### src/rtl/mmio_read_unit.sv
// Load-side address decoder: returns BRAM data or synchronized board inputs,
// plus a sticky change-status word, with a fixed one-cycle read latency.
module mmio_read_unit #(
   parameter int addr_width  = 10,
   parameter int data_width  = 32,
   parameter int sync_stages = 2
) (
   input  logic                  clk,
   input  logic                  rst_n,
   input  logic                  rd_en,
   input  logic                  wr_en,
   input  logic [addr_width-1:0] addr,
   input  logic [data_width-1:0] mem_rdata,
   input  logic [data_width-1:0] in_port0,
   input  logic [data_width-1:0] in_port1,
   output logic [data_width-1:0] rdata,
   output logic                  rvalid,
   output logic [4:0]            sel_mux_data_out
);

   typedef enum logic [4:0] {
      SEL_MEM  = 5'd0,
      SEL_P0   = 5'd1,
      SEL_P1   = 5'd2,
      SEL_STAT = 5'd3
   } sel_e;

   localparam logic [addr_width-1:0] A_P0   = {addr_width{1'b1}};
   localparam logic [addr_width-1:0] A_P1   = A_P0 - addr_width'(1);
   localparam logic [addr_width-1:0] A_STAT = A_P0 - addr_width'(2);

   logic [data_width-1:0] s0_q [sync_stages];
   logic [data_width-1:0] s1_q [sync_stages];
   logic [data_width-1:0] sync0;
   logic [data_width-1:0] sync1;
   logic [data_width-1:0] prev0_q;
   logic [data_width-1:0] prev1_q;
   logic [data_width-1:0] cap_q;
   logic [data_width-1:0] cap_d;
   logic [data_width-1:0] stat_w;
   logic                  chg0_q;
   logic                  chg1_q;
   logic                  det0;
   logic                  det1;
   logic                  accept;
   logic                  clr;
   logic                  rvalid_q;
   sel_e                  sel_q;
   sel_e                  sel_d;

   always_ff @(posedge clk or negedge rst_n) begin
      if (!rst_n) begin
         for (int i = 0; i < sync_stages; i++) begin
            s0_q[i] <= '0;
            s1_q[i] <= '0;
         end
      end else begin
         s0_q[0] <= in_port0;
         s1_q[0] <= in_port1;
         for (int i = 1; i < sync_stages; i++) begin
            s0_q[i] <= s0_q[i-1];
            s1_q[i] <= s1_q[i-1];
         end
      end
   end

   assign sync0  = s0_q[sync_stages-1];
   assign sync1  = s1_q[sync_stages-1];
   assign det0   = (sync0 != prev0_q);
   assign det1   = (sync1 != prev1_q);
   assign accept = rd_en & ~wr_en;
   assign stat_w = {{(data_width-2){1'b0}}, chg1_q, chg0_q};

   always_comb begin
      sel_d = SEL_MEM;
      cap_d = cap_q;
      clr   = 1'b0;
      unique case (1'b1)
         (accept && addr == A_P0): begin
            sel_d = SEL_P0;
            cap_d = sync0;
         end
         (accept && addr == A_P1): begin
            sel_d = SEL_P1;
            cap_d = sync1;
         end
         (accept && addr == A_STAT): begin
            sel_d = SEL_STAT;
            cap_d = stat_w;
            clr   = 1'b1;
         end
         default: ;
      endcase
   end

   // a change seen in the clearing cycle survives the clear
   always_ff @(posedge clk or negedge rst_n) begin
      if (!rst_n) begin
         prev0_q  <= '0;
         prev1_q  <= '0;
         chg0_q   <= 1'b0;
         chg1_q   <= 1'b0;
         cap_q    <= '0;
         rvalid_q <= 1'b0;
         sel_q    <= SEL_MEM;
      end else begin
         prev0_q  <= sync0;
         prev1_q  <= sync1;
         chg0_q   <= det0 | (chg0_q & ~clr);
         chg1_q   <= det1 | (chg1_q & ~clr);
         cap_q    <= cap_d;
         rvalid_q <= accept;
         sel_q    <= sel_d;
      end
   end

   assign rvalid           = rvalid_q;
   assign sel_mux_data_out = sel_q;

   always_comb begin
      rdata = '0;
      if (rvalid_q) begin
         rdata = (sel_q == SEL_MEM) ? mem_rdata : cap_q;
      end
   end

endmodule

### config.mk
export PLATFORM = sky130hd
export DESIGN_NAME = mmio_read_unit
export DESIGN_NICKNAME = d
export VERILOG_FILES = /design/src/rtl/mmio_read_unit.sv
export SDC_FILE = /design/constraint.sdc
export NUM_CORES = 1
export LEC_CHECK = 0
export CAP_MARGIN = 20
export CORE_AREA = 5 5 126 128
export DETAILED_ROUTE_END_ITERATION = 10
export DIE_AREA = 0 0 131 133
export PLACE_DENSITY_LB_ADDON = 0.05
export RECOVER_POWER = 50
export SETUP_SLACK_MARGIN = 0.5
export SLEW_MARGIN = 10
export SYNTH_ARGS = -nofsm -noshare
export SYNTH_HDL_FRONTEND = slang
export SYNTH_SLANG_ARGS = --single-unit
export TNS_END_PERCENT = 100
### constraint.sdc
create_clock -name clk -period 2.2 [get_ports clk]
set_clock_uncertainty 0.05 [all_clocks]
set_input_delay 0.44 -clock clk [delete_from_list [all_inputs] [get_ports clk]]
set_output_delay 0.44 -clock clk [all_outputs]
set_load 0.005 [all_outputs]
==> impl_summary.log <==
[metrics] post-layout instance area: roughly 11,000 sq um
[metrics] fraction of final layout cells sized beyond drive strength 1: 26.7%
[metrics] highest clock rate: 427 MHz
[metrics] number of hold-slack violations in the final timing report: 0
[metrics] buffer depth of the longest clock path: 3
[metrics] number of slew-limit violations in the final report: 0
[metrics] Clock Tree Root: sky130_fd_sc_hd__clkbuf_16
[metrics] number of synthesis warnings: 0
[metrics] TNS Setup: -2620 ps
[metrics] number of global-route vias before repair: roughly 5,200
[metrics] Crit path arrival time: 1850 ps
[metrics] IR Drop Worst-Case VDD: approximately 620 uV
[metrics] final setup violation count: 32
[metrics] FF+latch area: ~5700 sq um
[metrics] post-DR vias/cell: roughly 5.3
[metrics] combined area of all synthesized cells: 7860 sq um
[metrics] worst slew margin relative to its limit: around 22%
[metrics] distinct cell type count after synthesis: 28
[metrics] status: finished with violations
[metrics] sum of routed wire length over all layers: 19,600 microns
[metrics] CTS buffer count: 23
[metrics] maxcap violations: 0
[metrics] min-delay worst type: reg -> reg
[metrics] input/output buffers: about 140
[metrics] height of the die: between 100 and 150 microns
[metrics] Setup Crit Path Kind: reg -> out
[metrics] worst path cell trace: buf_6, nor2_4, buf_12, buf_12, buf_12, nand2_4, a21boi_2, buf_2
[metrics] Place WS: -83.2 ps
[metrics] cell with the most instances after synthesis: sky130_fd_sc_hd__dfrtp_1
[metrics] minimum clock period after layout: around 2300 ps
[metrics] list of most frequent post-synthesis cells: sky130_fd_sc_hd__dfrtp_1, sky130_fd_sc_hd__nand2_1, sky130_fd_sc_hd__xnor2_1, sky130_fd_sc_hd__a21boi_0, sky130_fd_sc_hd__mux2i_1
[metrics] Detailed Routing Iterations Pass 1: 4
[metrics] initial core utilization: 53.2%
[metrics] count of antenna diodes in the layout: 0
[metrics] Boundary Pins: around 150
[metrics] proportion of netlist area held by the largest area contributor: 73.0%
[metrics] residual DRC count: 0
[metrics] TritonCTS clock tree: yes
[metrics] CP max FO: 6
[metrics] hpwl dp: 11,900 microns
[metrics] number of antenna violations at the first check in global routing: 1
[metrics] reg-to-reg critical path startpoint: sync1[2]
[metrics] number of filler instances in the final layout: just over 900
[metrics] Iter 0 DRT Violations: approximately 290
[metrics] first-pass GRT wire length: 29,000 microns
[metrics] Die X-Extent: about 130 microns
[metrics] routability-driven placement congestion ratio: approximately 0.82
[metrics] final worst-path cycle share: 107%
[metrics] number of instances in the synthesized netlist: 525
[metrics] # nets final: approximately 820
[metrics] source of the critical timing path: sel_mux_data_out[1]
[metrics] dominant cell type by area after synthesis: sky130_fd_sc_hd__dfrtp_1
[metrics] multi-input logic area: 2410 sq um
[metrics] Crit-path slowest cell: sky130_fd_sc_hd__dfrtp_1
[metrics] maximum number of pins on one net before global-route repair: 75
[metrics] Worst path max stage delay: about 400 ps
[metrics] share of the core filled with cells in the final layout: 75.7%
[metrics] Setup crit end kind: output port
[metrics] synth top area cells: sky130_fd_sc_hd__dfrtp_1, sky130_fd_sc_hd__xnor2_1, sky130_fd_sc_hd__mux2i_1
[metrics] ys flop type: sky130_fd_sc_hd__dfrtp_1
[metrics] failing checks: setup timing
[metrics] CTS H-Tree Depth: 1
[metrics] number of cell rows: 45
[metrics] hold path startpoint: s0_q[48]
[metrics] core footprint: around 15,000 sq um
[metrics] cell area power density: about 800 nW/um^2
[metrics] P_leak: roughly 5 nW
[metrics] critical path's most frequent cell: sky130_fd_sc_hd__buf_12
[metrics] global route total overflow: 0
[metrics] total power of the final layout: ~8.9 mW
[metrics] ys async rst share: 100%
[metrics] Die ar.: approximately 17,000 sq um
[metrics] CTS clk-pin slew, worst paths: roughly 60 ps
[metrics] Data required, critical path: ~1700 ps
[metrics] total via count after detailed routing: 4,855
[metrics] RSZ-0062 raised after global routing: yes
[metrics] clk_lat worst skew: between 400 and 500 ps
[metrics] type of origin of the critical path: register
[metrics] Worst Tran Pin Value: approximately 1200 ps
[metrics] count of flip-flops with a built-in enable after synthesis: 0
[metrics] number of storage elements in the synthesis netlist: 229
[metrics] wire length per cell after detailed routing: about 21 microns
[metrics] gr usage total: a little over a fifth
[metrics] sequential fraction of the synthesis area: between 70% and 80%
[metrics] remaining antenna violation count after routing: 0
[metrics] Num Clock Sinks: roughly 230
[metrics] area growth from synthesis to final layout: 42.1%
[metrics] mean cell area of the mapped netlist: 15.0 sq um
[metrics] setup slack of the critical path after layout: -144 ps
[metrics] placement-stage cell area: between 9000 and 10,000 sq um
layout by cell type (no fill, tap or decap), types with 7 or more instances in the layout:
master / count
sky130_fd_sc_hd__clkdlybuf4s50_1: 34
sky130_fd_sc_hd__buf_2: 33
sky130_fd_sc_hd__nand2_4: 27
sky130_fd_sc_hd__clkbuf_16: 26
sky130_fd_sc_hd__o2bb2ai_1: 14
sky130_fd_sc_hd__a21boi_2: 23
sky130_fd_sc_hd__nand2_2: 8
sky130_fd_sc_hd__buf_4: 7
sky130_fd_sc_hd__a21boi_1: 9
sky130_fd_sc_hd__dlygate4sd3_1: 65
sky130_fd_sc_hd__dlymetal6s2s_1: 8
sky130_fd_sc_hd__mux2i_1: 30
sky130_fd_sc_hd__dfrtp_1: 229
sky130_fd_sc_hd__xnor2_1: 64
sky130_fd_sc_hd__o2bb2ai_2: 12
sky130_fd_sc_hd__nand2_1: 31
sky130_fd_sc_hd__buf_12: 19
sky130_fd_sc_hd__nand4_1: 18
worst max-delay path, delay by kind of cell, from the launching register on:
kind / cells / cell delay [ps]
compound gates: 1 / 140
buf+inv: 5 / 660
flops: 1 / 400
simple gates: 2 / 150
metal layers:
layer	track usage, %	wire [microns]	vias to the layer above
li1	-	-	2159
met1	30.7	8110	2458
met2	34.1	9430	197
met3	5.13	1420	41
met4	7.09	597	0
met5	0	0	-
cells by family after synthesis:
logic type / Yosys count / share of synthesized area, %
and+or+nand+nor: 101 / 5.93
AOI/OAI and AO/OA: 72 / 8.22
buffers and inverters: 28 / 1.90
muxes: 30 / 3.82
other: 1 / 0.0477
xor gates and xnor gates: 64 / 7.14
DFF: 229 / 73.0
metrics by stage:
step / hold slack [ps] / cells
after floorplan: 94.4 / 527
final: 292 / 911
after global placement: 282 / 850
after global routing: 303 / 911
after detailed placement: 285 / 850
after CTS: 295 / 902
final cells by class:
type | count | share of cell area, %
timing repair buffer | 185 | 18.3
clock buffer | 30 | 5.84
sequential | 229 | 51.3
inverter | 3 | 0.101
clock inverter | 5 | 0.695
multi-input combinational | 271 | 21.6
tap | 188 | 2.11
final timing paths:
kind / endpoint / slack (ps) / depth (start not counted)
min reg2reg: sync0[16] / 290 / 0
min: sync0[16] / 290 / 0
max: rdata[26] / -140 / 8
max reg2reg: chg1_q / 670 / 4
max in group asynchronous: s0_q[59] / 650 / 3
min in group asynchronous: sync1[2] / 640 / 2
what timing repair did:
item,in CTS,in global routing
endpoints found under the setup margin,45,69
endpoints found under the hold margin,69,0
pin swaps,18,44
hold buffers,1,0
buffers inserted,10,5
gates resized for setup,213,84
cloned,6,4
state kept, by name, summed over array words and instances, names as in the netlist:
register	flops
cap_q	32
s1_q	32
s0_q	32
sync1	32
prev1_q	32
sync0	32
sel_mux_data_out	2
chg0_q	1
rvalid	1
prev0_q	32
chg1_q	1
report_power, final:
group / switching [mW] / internal [mW]
registers: 0.128 / 4.40
logic: 0.277 / 0.351
clock network: 1.47 / 2.29
total: 1.88 / 7.04
(Power assumes the default switching activity.)
